File: config.mk
export PLATFORM = sky130hd
export DESIGN_NAME = fir_wb_master
export DESIGN_NICKNAME = d
export VERILOG_FILES = /design/src/rtl/fir_wb_master_pkg.sv /design/src/rtl/fir_wbm_access.sv /design/src/rtl/fir_wb_master.sv
export SDC_FILE = /design/constraint.sdc
export NUM_CORES = 1
export LEC_CHECK = 0
export ABC_AREA = 1
export CAP_MARGIN = 20
export CORE_MARGIN = 2
export CORE_UTILIZATION = 65
export DETAILED_ROUTE_END_ITERATION = 6
export DONT_BUFFER_PORTS = 1
export HOLD_SLACK_MARGIN = 0.06
export PLACE_DENSITY = 0.78
export SLEW_MARGIN = 20
export SYNTH_ARGS = -nofsm -noshare
export SYNTH_HDL_FRONTEND = slang
export SYNTH_SLANG_ARGS = --single-unit
File: constraint.sdc
create_clock -name wb_clk_i -period 5.9 [get_ports wb_clk_i]
set_clock_uncertainty 0.2 [all_clocks]
set_input_delay 1.18 -clock wb_clk_i [delete_from_list [all_inputs] [get_ports wb_clk_i]]
set_output_delay 1.18 -clock wb_clk_i [all_outputs]
set_load 0.02 [all_outputs]
File: src/rtl/fir_wb_master_pkg.sv
// FIR Wishbone master: shared FSM state type and core register offsets.
// Offsets are word indices into the FIR core register window.
package fir_wb_master_pkg;

    typedef enum logic [3:0] {
        S_IDLE,
        S_W_ADDR,
        S_W_DATA,
        S_W_STB1,
        S_W_STB0,
        S_NXT1,
        S_NXT0,
        S_POLL,
        S_SETTLE,
        S_R_ADDR,
        S_R_DATA,
        S_OUT,
        S_DONE,
        S_ERR
    } state_t;

    localparam logic [2:0] OFS_NEXT   = 3'd0;
    localparam logic [2:0] OFS_WSTB   = 3'd1;
    localparam logic [2:0] OFS_WADDR  = 3'd2;
    localparam logic [2:0] OFS_WDATA  = 3'd3;
    localparam logic [2:0] OFS_RADDR  = 3'd4;
    localparam logic [2:0] OFS_STATUS = 3'd4;
    localparam logic [2:0] OFS_RDATA  = 3'd7;

    function automatic logic [31:0] ofs_addr(input logic [31:0] base,
                                             input logic [2:0]  ofs);
        return base + {27'd0, ofs, 2'b00};
    endfunction

endpackage

File: src/rtl/fir_wbm_access.sv
// Single Wishbone access sequencer: holds cyc/stb while a request is
// posted and reports completion (ack) or failure (err) for that cycle.
module fir_wbm_access (
    input  logic        req,
    input  logic        we,
    input  logic [31:0] adr,
    input  logic [31:0] wdat,
    output logic        cyc,
    output logic        stb,
    output logic        bus_we,
    output logic [31:0] bus_adr,
    output logic [31:0] bus_wdat,
    input  logic        ack,
    input  logic        err,
    input  logic [31:0] bus_rdat,
    output logic [31:0] rdata,
    output logic        done,
    output logic        fail
);

    // Request stays on the bus until the slave answers; data only on writes.
    always_comb begin
        cyc      = req;
        stb      = req;
        bus_we   = req & we;
        bus_adr  = req ? adr : 32'd0;
        bus_wdat = (req & we) ? wdat : 32'd0;
        rdata    = bus_rdat;
        done     = req & ack & ~err;
        fail     = req & err;
    end

endmodule

File: src/rtl/fir_wb_master.sv
// FIR Wishbone master: streams a block of samples into the FIR core,
// triggers it, polls for completion and streams the results back out.
module fir_wb_master
    import fir_wb_master_pkg::*;
#(
    parameter logic [31:0] BASE_ADDR = 32'h0,
    parameter int          NSAMP     = 32,
    parameter int          POLL_MAX  = 1024,
    parameter int          SETTLE    = 40
) (
    input  logic        wb_clk_i,
    input  logic        wb_rst_i,
    output logic [31:0] wbm_adr_o,
    output logic [31:0] wbm_dat_o,
    output logic [3:0]  wbm_sel_o,
    output logic        wbm_we_o,
    output logic        wbm_cyc_o,
    output logic        wbm_stb_o,
    input  logic [31:0] wbm_dat_i,
    input  logic        wbm_ack_i,
    input  logic        wbm_err_i,
    input  logic        start,
    output logic        busy,
    output logic        done,
    output logic        err,
    input  logic [31:0] s_data,
    input  logic        s_valid,
    output logic        s_ready,
    output logic [31:0] m_data,
    output logic        m_valid,
    input  logic        m_ready
);

    localparam int PW = $clog2(POLL_MAX + 1);
    localparam int SW = $clog2(SETTLE + 2);

    state_t        state;
    state_t        nstate;
    logic [5:0]    idx;
    logic [PW-1:0] poll_cnt;
    logic [SW-1:0] wait_cnt;
    logic [31:0]   sample;
    logic          have;
    logic [31:0]   m_data_q;
    logic          err_q;

    logic          req;
    logic          we;
    logic [2:0]    ofs;
    logic [31:0]   wdat;
    logic          acc_done;
    logic          acc_fail;
    logic [31:0]   acc_rdata;

    logic          last_idx;
    logic          last_poll;
    logic          settled;

    assign last_idx  = (int'(idx) + 1 >= NSAMP);
    assign last_poll = (int'(poll_cnt) + 1 >= POLL_MAX);
    assign settled   = (int'(wait_cnt) + 1 >= SETTLE);

    assign wbm_sel_o = 4'hF;
    assign busy      = (state != S_IDLE);
    assign done      = (state == S_DONE) || (state == S_ERR);
    assign err       = err_q;
    assign s_ready   = (state == S_W_DATA) && !have;
    assign m_valid   = (state == S_OUT);
    assign m_data    = m_data_q;

    fir_wbm_access u_acc (
        .req      (req),
        .we       (we),
        .adr      (ofs_addr(BASE_ADDR, ofs)),
        .wdat     (wdat),
        .cyc      (wbm_cyc_o),
        .stb      (wbm_stb_o),
        .bus_we   (wbm_we_o),
        .bus_adr  (wbm_adr_o),
        .bus_wdat (wbm_dat_o),
        .ack      (wbm_ack_i),
        .err      (wbm_err_i),
        .bus_rdat (wbm_dat_i),
        .rdata    (acc_rdata),
        .done     (acc_done),
        .fail     (acc_fail)
    );

    // Bus request posted by each state; W_DATA waits for a captured sample.
    always_comb begin
        req  = 1'b0;
        we   = 1'b0;
        ofs  = OFS_NEXT;
        wdat = 32'd0;
        unique case (state)
            S_W_ADDR: begin
                req  = 1'b1;
                we   = 1'b1;
                ofs  = OFS_WADDR;
                wdat = {26'd0, idx};
            end
            S_W_DATA: begin
                req  = have;
                we   = 1'b1;
                ofs  = OFS_WDATA;
                wdat = sample;
            end
            S_W_STB1: begin
                req  = 1'b1;
                we   = 1'b1;
                ofs  = OFS_WSTB;
                wdat = 32'd1;
            end
            S_W_STB0: begin
                req = 1'b1;
                we  = 1'b1;
                ofs = OFS_WSTB;
            end
            S_NXT1: begin
                req  = 1'b1;
                we   = 1'b1;
                ofs  = OFS_NEXT;
                wdat = 32'd1;
            end
            S_NXT0: begin
                req = 1'b1;
                we  = 1'b1;
                ofs = OFS_NEXT;
            end
            S_POLL: begin
                req = 1'b1;
                ofs = OFS_STATUS;
            end
            S_R_ADDR: begin
                req  = 1'b1;
                we   = 1'b1;
                ofs  = OFS_RADDR;
                wdat = {26'd0, idx};
            end
            S_R_DATA: begin
                req = 1'b1;
                ofs = OFS_RDATA;
            end
            default: ;
        endcase
    end

    // Next state; any bus error overrides and aborts the block.
    always_comb begin
        nstate = state;
        unique case (state)
            S_IDLE:   if (start) nstate = S_W_ADDR;
            S_W_ADDR: if (acc_done) nstate = S_W_DATA;
            S_W_DATA: if (acc_done) nstate = S_W_STB1;
            S_W_STB1: if (acc_done) nstate = S_W_STB0;
            S_W_STB0: if (acc_done) nstate = last_idx ? S_NXT1 : S_W_ADDR;
            S_NXT1:   if (acc_done) nstate = S_NXT0;
            S_NXT0:   if (acc_done) nstate = S_POLL;
            S_POLL: begin
                if (acc_done) begin
                    if (acc_rdata[0]) nstate = S_SETTLE;
                    else if (last_poll) nstate = S_ERR;
                end
            end
            S_SETTLE: if (settled) nstate = S_R_ADDR;
            S_R_ADDR: if (acc_done) nstate = S_R_DATA;
            S_R_DATA: if (acc_done) nstate = S_OUT;
            S_OUT:    if (m_ready) nstate = last_idx ? S_DONE : S_R_ADDR;
            S_DONE:   nstate = S_IDLE;
            S_ERR:    nstate = S_IDLE;
            default:  nstate = S_IDLE;
        endcase
        if (acc_fail) nstate = S_ERR;
    end

    // State, index, poll/settle counters, sample and result registers.
    always_ff @(posedge wb_clk_i) begin
        if (wb_rst_i) begin
            state    <= S_IDLE;
            idx      <= '0;
            poll_cnt <= '0;
            wait_cnt <= '0;
            sample   <= '0;
            have     <= 1'b0;
            m_data_q <= '0;
            err_q    <= 1'b0;
        end else begin
            state <= nstate;
            unique case (state)
                S_IDLE: begin
                    if (start) begin
                        idx      <= '0;
                        poll_cnt <= '0;
                        wait_cnt <= '0;
                        have     <= 1'b0;
                        err_q    <= 1'b0;
                    end
                end
                S_W_DATA: begin
                    if (!have && s_valid) begin
                        sample <= s_data;
                        have   <= 1'b1;
                    end else if (acc_done) begin
                        have <= 1'b0;
                    end
                end
                S_W_STB0: begin
                    if (acc_done) idx <= last_idx ? 6'd0 : idx + 6'd1;
                end
                S_NXT0: begin
                    if (acc_done) poll_cnt <= '0;
                end
                S_POLL: begin
                    if (acc_done) begin
                        wait_cnt <= '0;
                        if (!acc_rdata[0] && poll_cnt != PW'(POLL_MAX))
                            poll_cnt <= poll_cnt + PW'(1);
                    end
                end
                S_SETTLE: wait_cnt <= wait_cnt + SW'(1);
                S_R_DATA: begin
                    if (acc_done) m_data_q <= acc_rdata;
                end
                S_OUT: begin
                    if (m_ready && !last_idx) idx <= idx + 6'd1;
                end
                default: ;
            endcase
            if (nstate == S_ERR) err_q <= 1'b1;
        end
    end

endmodule
==> results of run 1 <==
through the flow:
stage / worst slack [ps] / util (%) / power (µW)
floorplan: 2400 / - / 1190
global placement: 1500 / 64.5 / 1240
detailed placement: 1390 / 64.5 / 1260
CTS: 988 / 67.1 / 1660
global route: 679 / 67.1 / 1760
finish: 949 / 67.1 / 1660
layout by cell type (no fill, tap or decap):
master	synthesis	routed
a211oi_1	2	2
a21oi_1	95	95
a31oi_1	1	1
and3_1	1	1
buf_4	35	3
clkbuf_8	0	9
clkinv_1	1	1
clkinv_2	1	2
clkinv_4	0	1
conb_1	2	33
dfxtp_1	93	93
ha_1	4	4
inv_1	105	105
inv_2	5	5
inv_6	0	3
inv_8	0	2
nand2_1	99	99
nand2_2	1	1
nand2_4	3	3
nand3_1	29	29
nand3_2	1	1
nand3_4	1	1
nand3b_1	2	2
nand4_1	5	5
nor2_1	37	37
nor2_2	6	6
nor3_1	35	35
nor3_2	1	1
nor3b_2	2	2
o211ai_1	2	2
o21ai_0	67	67
o21ai_1	4	4
o21ai_2	1	1
o311ai_2	1	1
or2_1	1	1
or2_2	3	3
or3_2	0	1
xor2_1	6	6
power groups by stage:
stage                     registers [µW]  logic (µW)  clock network [µW]
after floorplan                      707         482                   0
after global placement               722         523                   0
after detailed placement             724         531                   0
after CTS                            710         533                 419
after global routing                 717         604                 441
final                                711         537                 411
cell usage after synthesis, drive strengths merged:
master / instances / area, µm²
ha: 4 / 50.1
o211ai: 2 / 15.0
a31oi: 1 / 6.26
nor3: 36 / 185
a211oi: 2 / 15.0
or3: 1 / 6.26
nand4: 5 / 31.3
nand3b: 2 / 15.0
and3: 1 / 6.26
xor2: 6 / 52.6
or2: 4 / 25.0
nand3: 31 / 173
o21ai: 72 / 364
nor2: 43 / 176
clkinv: 2 / 8.75
dfxtp: 93 / 1860
conb: 2 / 7.51
buf: 44 / 310
inv: 110 / 413
clkbuf: 21 / 78.8
a21oi: 95 / 475
o311ai: 1 / 16.3
nand2: 103 / 412
nor3b: 2 / 25.0
per-layer routing:
| layer | GRT usage (%) | part of all wire [%] |
|---|---|---|
| met1 | 30.1 | 43 |
| met2 | 44.1 | 50 |
| met3 | 5.54 | 5.8 |
| met4 | 8.14 | 1.5 |
| met5 | 0 | 0 |
worst max path at each step:
stage / slack (ps) / endpoint
4_1_cts: 990 / wbm_dat_o[5]
2_1_floorplan: 2400 / wbm_dat_o[0]
5_1_grt: 680 / wbm_dat_o[3]
3_5_place_dp: 1390 / wbm_dat_o[1]
3_3_place_gp: 1500 / wbm_dat_o[0]
6_report: 950 / wbm_dat_o[5]
logic make-up (layout without fill, tap and decap cells):
| group | Yosys count | in the layout | share of synthesized area [%] |
|---|---|---|---|
| xor gates and xnor gates | 6 | 6 | 1.11 |
| DFF | 93 | 93 | 39.4 |
| other | 2 | 33 | 0.159 |
| adders and majority gates | 4 | 4 | 1.06 |
| and+or+nand+nor | 228 | 228 | 22.3 |
| AOI/OAI and AO/OA | 173 | 173 | 18.9 |
| buffers and inverters | 177 | 131 | 17.1 |
final cells by class:
type	instances	area, µm²
Clock inverter	7	62.6
Clock buffer	9	124
Multi-Input combinational cell	444	2170
Sequential cell	93	1860
Inverter	112	422
Tap cell	99	124
Fill cell	637	2350
Timing Repair Buffer	3	22.5
worst max-delay path, cell delays in order, from the launching register on:
cell	delay [ps]
dfxtp_1	560
inv_2	90
nor2_2	150
nand2_1	180
nand3_2	210
inv_2	60
nand2_4	180
inv_1	390
a31oi_1	670
inv_1	250
a21oi_1	460
flip-flops by register name (all words and copies together), names as in the netlist:
register,cells
sample,32
idx,6
wait_cnt,6
have,1
m_data,32
err,1
poll_cnt,11
state,4
==> qor.yml, run 1 <==
clock_latency_ps: 360
clock-sinks: 93
hold_path_class: "reg2reg"
globalplace.congestion: 0.882
period_share_pct: 83.9
hold_viol_final: 0
drt_pre_antenna_iters: 5
slew-limit-headroom_pct: 38.5
place_hpwl_um: 7920
r2r_setup_slack_ps: 3010
port_buffers: 0
power.leakage_uw: 0.00178
antenna_found_initial: 0
place_inst: 751
timing.rr.start: "state[2]"
cp_max_fo: 29
drt-total-wl_um: 10700
die_h_um: 89.3
cts_resized: 0
path_class: "reg2out"
drive_gt1_share_pct: 6.89
synth_cells: 683
yosys_register_bits: 93
synth_area_per_cell_um2: 6.92
antennaDiodeCount: 0
maxCapViolations: 0
first_global_vias: 3530
drv_slew: 0
postPlaceCellArea_um2: 4600
synth_warnings: 0
cts_setup_buffers: 0
crit_path_end_kind: "primary output"
die_w_um: 89.3
coreArea_um2: 7140
netlist_area_um2: 4730
numCtsBuffers: 9
status: "complete, no violations"
h-tree-depth: 3
antenna_left: 0
ctsLongestPathBuffers: 2
final-setup-viol-count: 0
ios: 179
period_needed_ps: 4950
r2r-end: "idx[4]"
power_switching_uw: 702
worst_setup_path_start_kind: "flip-flop"
grt_max_degree: 66
path_clk_slew_ps: 110
min_path_cells: 2
postCtsHoldBufs: 0
cp-startpoint: "state[2]"
start_util_pct: 66.3
seq_area_frac_synth_pct: 39.4
p_seq_share_pct: 42.9
internal-power_uw: 957
drt_iter0_drc: 181
tightestPinTransition_ps: 923
pwr-share-comb_pct: 32.3
fin_cells: 767
fmax_mhz: 202
cts_tree: "built"
cts-root-buf: "clkbuf_8"
rows: 31
ir_drop_mv: 0.190
crit_required_ps: 4520
worstHoldStart: "sample[31]"
wire_per_inst_um: 14.0
die-area_um2: 7970
viasPerCell: 5.37
switching_share_pct: 42.3
via_count: 4117
r2r_cells: 11
ys_types: 38
power.density_nw_per_um2: 346
syn_to_final_growth_pct: 1.30
rsz0062_at_grt: "no"
drc: 0
min_to: "sample[31]"
tns_ps: 0
crit_arrival_ps: 3570
overflow: 0
design_area_um2: 4790
gr-usage-all-layers_pct: 25.0
nNetsFinal: 738
grt_pass1_wl_um: 15600
hold_ws_ps: 259
clkPwrFrac_pct: 24.8
No activity file was read; power rests on OpenSTA's default activity.
==> inputs of run 2 (changes only) <==
--- a/config.mk
+++ b/config.mk
@@ -8,11 +8,11 @@
 export ABC_AREA = 1
 export CAP_MARGIN = 20
 export CORE_MARGIN = 2
-export CORE_UTILIZATION = 65
+export CORE_UTILIZATION = 63
 export DETAILED_ROUTE_END_ITERATION = 6
 export DONT_BUFFER_PORTS = 1
 export HOLD_SLACK_MARGIN = 0.06
-export PLACE_DENSITY = 0.78
+export PLACE_DENSITY = 0.76
 export SLEW_MARGIN = 20
 export SYNTH_ARGS = -nofsm -noshare
 export SYNTH_HDL_FRONTEND = slang
==> constraint.sdc (replaced) <==
create_clock -name wb_clk_i -period 4.8 [get_ports wb_clk_i]
set_clock_uncertainty 0.2 [all_clocks]
set_input_delay 0.96 -clock wb_clk_i [delete_from_list [all_inputs] [get_ports wb_clk_i]]
set_output_delay 0.96 -clock wb_clk_i [all_outputs]
set_load 0.02 [all_outputs]
==> qor.yml, run 2 (synthesized netlist as in run 1, its figures left out) <==
antennaDiodeCount: 0  # unchanged
overflow: 0  # unchanged
cp_max_fo: 9  # was 29
timing.rr.start: "state[2]"  # unchanged
drt-total-wl_um: 10700  # about the same
drv_slew: 0  # unchanged
tightestPinTransition_ps: 953  # was 923 ps
path_class: "reg2out"  # unchanged
die-area_um2: 8220  # was 7970 µm²
path_clk_slew_ps: 90  # was 110 ps
power.density_nw_per_um2: 422  # was 346 nW/µm²
grt_pass1_wl_um: 17400  # was 15,600 µm
clock_latency_ps: 370  # was 360 ps
postCtsHoldBufs: 0  # unchanged
period_needed_ps: 4120
power.leakage_uw: 0.00182  # was 0.00178 µW
drt_pre_antenna_iters: 5  # unchanged
min_to: "sample[31]"  # unchanged
nNetsFinal: 746  # was 738
rows: 31  # unchanged
fmax_mhz: 243
hold_path_class: "reg2reg"  # unchanged
antenna_left: 0  # unchanged
coreArea_um2: 7250  # was 7140 µm²
first_global_vias: 3843  # was 3,530
maxCapViolations: 0  # unchanged
wire_per_inst_um: 13.7  # was 14.0 µm
postPlaceCellArea_um2: 4660  # was 4600 µm²
viasPerCell: 5.35  # was 5.37
drc: 0  # unchanged
slew-limit-headroom_pct: 36.5  # was 38.5%
ctsLongestPathBuffers: 2  # unchanged
r2r_setup_slack_ps: 1930  # was 3010 ps
hold_viol_final: 0  # unchanged
gr-usage-all-layers_pct: 25.4  # was 25.0%
start_util_pct: 65.2  # was 66.3%
place_inst: 759  # was 751
rsz0062_at_grt: "no"  # unchanged
syn_to_final_growth_pct: 2.57  # was 1.30%
hold_ws_ps: 261  # was 259 ps
numCtsBuffers: 9  # unchanged
antenna_found_initial: 0  # unchanged
clock-sinks: 93  # unchanged
crit_required_ps: 3640  # was 4520 ps
cts_tree: "built"  # unchanged
via_count: 4148  # was 4,117
cts_setup_buffers: 0  # unchanged
crit_path_end_kind: "primary output"  # unchanged
globalplace.congestion: 0.935  # was 0.882
r2r_cells: 11  # unchanged
final-setup-viol-count: 0  # unchanged
tns_ps: 0  # unchanged
drive_gt1_share_pct: 7.99  # was 6.89%
cts_resized: 0  # unchanged
power_uw: 2050  # was 1660 µW
layout_commonest_cell: "inv_1"  # unchanged
ir_drop_mv: 0.306  # was 0.190 mV
status: "complete, no violations"  # unchanged
cts-root-buf: "clkbuf_8"  # unchanged
r2r-end: "idx[1]"  # was idx[4]
layout_common_cells: "inv_1, nand2_1, a21oi_1"  # unchanged
worstHoldStart: "sample[31]"  # unchanged
h-tree-depth: 3  # unchanged
min_path_cells: 2  # unchanged
drt_iter0_drc: 219  # was 181
die_h_um: 90.6  # was 89.3 µm
design_area_um2: 4850  # was 4790 µm²
place_hpwl_um: 7790  # was 7920 µm
fillers: 677  # was 637
fin_cells: 775  # was 767
worst_setup_path_start_kind: "flip-flop"  # unchanged
crit_arrival_ps: 2960  # was 3570 ps
period_share_pct: 85.8
port_buffers: 0  # unchanged
ios: 179  # unchanged
die_w_um: 90.6  # was 89.3 µm
grt_max_degree: 66  # unchanged
==> run 2: cell count changes in the layout (fill, tap and decap cells not counted) <==
cell	before	now
buf_4	3	11
clkinv_4	1	2
inv_6	3	2
==> run 2: layer usage <==
layer	GRT usage (%)	vias up	wire length, µm
li1	-	2100	-
met3	6.68	28	789
met5	0	-	0
met1	30.2	1845	4540
met4	10.9	0	308
met2	43.2	175	5020
==> run 2: power breakdown <==
group          switching (µW)  internal [µW]  leakage [µW]
sequential               57.3            816      0.000750
combinational             497            173      0.000972
clock                     304            200     0.0000980
total                     858           1190       0.00182
==> run 2: final cells by class <==
cell class	count	area [µm²]	area share [%]
repair buffers	11	82.6	1.70
inverters	112	422	8.69
flip-flops and latches	93	1860	38.4
clock buffers	9	124	2.55
well taps	99	124	2.55
multi-input cells	444	2170	44.8
clock inverters	7	62.6	1.29
==> run 2: through the flow <==
step / setup WS (ps) / utilization, %
finish: 683 / 66.9
global route: 470 / 66.9
CTS: 687 / 66.9
detailed placement: 1100 / 64.3
global placement: 1160 / 64.3
floorplan: 1520 / -
==> run 2: how the worst max path moves through the flow <==
| stage | cells after the start | from | to |
|---|---|---|---|
| after floorplan | 11 | state[2] | wbm_dat_o[0] |
| after global placement | 11 | state[2] | wbm_dat_o[0] |
| after detailed placement | 11 | state[2] | wbm_dat_o[5] |
| after CTS | 11 | state[2] | wbm_dat_o[0] |
| after global routing | 12 | state[1] | wbm_dat_o[3] |
| final | 11 | state[2] | wbm_dat_o[2] |
==> run 2: worst max-delay path, cell delays in order, from the launching register on <==
cell	delay, ps
dfxtp_1	550
inv_2	90
nor2_2	150
nand2_1	170
nand3_2	200
inv_2	60
nand2_4	180
inv_1	80
a31oi_1	510
inv_1	240
a21oi_1	190
buf_4	160
==> inputs of run 3 (changes only) <==
--- a/config.mk
+++ b/config.mk
@@ -12,7 +12,7 @@
 export DETAILED_ROUTE_END_ITERATION = 6
 export DONT_BUFFER_PORTS = 1
 export HOLD_SLACK_MARGIN = 0.06
-export PLACE_DENSITY = 0.76
+export PLACE_DENSITY = 0.79
 export SLEW_MARGIN = 20
 export SYNTH_ARGS = -nofsm -noshare
 export SYNTH_HDL_FRONTEND = slang
==> qor.yml, run 3 (synthesized netlist as in run 1, its figures left out) <==
nNetsFinal: 745  # was 746
worst_setup_path_start_kind: "flip-flop"  # unchanged
die-area_um2: 8220  # unchanged
drive_gt1_share_pct: 7.85  # was 7.99%
grt_max_degree: 66  # unchanged
cts_tree: "built"  # unchanged
status: "complete, no violations"  # unchanged
viasPerCell: 5.40  # was 5.35
cp_max_fo: 29  # was 9
drc: 0  # unchanged
cts_setup_buffers: 0  # unchanged
period_share_pct: 91.1  # was 85.8%
power_uw: 2010  # was 2050 µW
gr-usage-all-layers_pct: 25.8  # was 25.4%
cts_resized: 0  # unchanged
rsz0062_at_grt: "no"  # unchanged
start_util_pct: 65.2  # unchanged
min_path_cells: 2  # unchanged
clock_latency_ps: 360  # was 370 ps
antenna_left: 0  # unchanged
path_clk_slew_ps: 100  # was 90 ps
drt_pre_antenna_iters: 5  # unchanged
slew-limit-headroom_pct: 38.0  # was 36.5%
internal-power_uw: 1170  # was 1190 µW
maxCapViolations: 0  # unchanged
grt_pass1_wl_um: 17500  # was 17,400 µm
pwr-share-comb_pct: 32.9  # was 32.7%
layout_common_cells: "inv_1, nand2_1, a21oi_1"  # unchanged
globalplace.congestion: 0.984  # was 0.935
ir_drop_mv: 0.208  # was 0.306 mV
path_class: "reg2out"  # unchanged
p_seq_share_pct: 43.6  # was 42.7%
power.density_nw_per_um2: 415  # was 422 nW/µm²
final-setup-viol-count: 0  # unchanged
power_switching_uw: 836  # was 858 µW
cts-root-buf: "clkbuf_8"  # unchanged
via_count: 4176  # was 4,148
wire_per_inst_um: 14.0  # was 13.7 µm
switching_share_pct: 41.6  # was 41.9%
clock-sinks: 93  # unchanged
rows: 31  # unchanged
crit_required_ps: 3640  # about the same
fin_cells: 774  # was 775
tns_ps: 0  # unchanged
ctsLongestPathBuffers: 2  # unchanged
crit_arrival_ps: 3210  # was 2960 ps
h-tree-depth: 3  # unchanged
drt_iter0_drc: 347  # was 219
drv_slew: 0  # unchanged
tightestPinTransition_ps: 930  # was 953 ps
hold_path_class: "reg2reg"  # unchanged
place_inst: 758  # was 759
hold_ws_ps: 260  # was 261 ps
clkPwrFrac_pct: 23.5  # was 24.6%
power.leakage_uw: 0.00180  # was 0.00182 µW
period_needed_ps: 4370  # was 4120 ps
fmax_mhz: 229  # was 243 MHz
layout_commonest_cell: "inv_1"  # unchanged
first_global_vias: 3820  # was 3,843
ios: 179  # unchanged
antenna_found_initial: 0  # unchanged
place_hpwl_um: 7890  # was 7790 µm
postCtsHoldBufs: 0  # unchanged
coreArea_um2: 7250  # unchanged
hold_viol_final: 0  # unchanged
port_buffers: 0  # unchanged
numCtsBuffers: 9  # unchanged
drt-total-wl_um: 10800  # was 10,700 µm
die_w_um: 90.6  # unchanged
r2r_cells: 11  # unchanged
overflow: 0  # unchanged
die_h_um: 90.6  # unchanged
syn_to_final_growth_pct: 2.25  # was 2.57%
crit_path_end_kind: "primary output"  # unchanged
antennaDiodeCount: 0  # unchanged
==> run 3: final cells by class <==
| type | instances | area, µm² |
|---|---|---|
| Tap cell | 99 | 124 |
| Multi-Input combinational cell | 444 | 2180 |
| Timing Repair Buffer | 10 | 75.1 |
| Fill cell | 630 | 2420 |
| Clock buffer | 10 | 128 |
| Clock inverter | 6 | 45.0 |
| Sequential cell | 93 | 1860 |
| Inverter | 112 | 422 |
==> run 3: stage by stage <==
step / utilization [%] / instance area (µm²) / worst slack [ps]
6_report: 66.7 / 4840 / 427
5_1_grt: 66.7 / 4840 / 114
4_1_cts: 66.6 / 4830 / 211
3_5_place_dp: 64.2 / 4660 / 623
3_3_place_gp: 64.2 / 4660 / 724
2_1_floorplan: - / 4850 / 1520
==> run 3: final timing paths <==
check | from | to | slack, ps
worst max-delay path | state[2] | wbm_dat_o[0] | 430
worst min-delay path | sample[17] | sample[17] | 260
worst min register to register | sample[17] | sample[17] | 260
worst max register to register | state[2] | idx[1] | 1910
==> run 3: worst max-delay path, stage by stage, from the launching register on <==
cell and delay [ps]:
dfxtp_1 540, inv_2 90, nor2_2 150, nand2_1 160, nand3_2 200, inv_2 60
nand2_4 180, inv_1 400, a31oi_2 500, inv_1 210, a21oi_1 180, buf_4 160
==> run 3: power by group through the flow <==
stage	clock (µW)	sequential (µW)	combinational, µW
after floorplan	0	869	593
after global placement	0	889	636
after detailed placement	0	891	648
after CTS	482	874	650
after global routing	513	884	732
final	472	875	662
==> run 3: layer usage <==
layer	wire length (µm)	vias to the layer above	track usage [%]
met2	5180	158	43.6
li1	-	2093	-
met4	214	0	10.1
met1	4680	1907	32.3
met3	732	18	5.34
met5	0	-	0
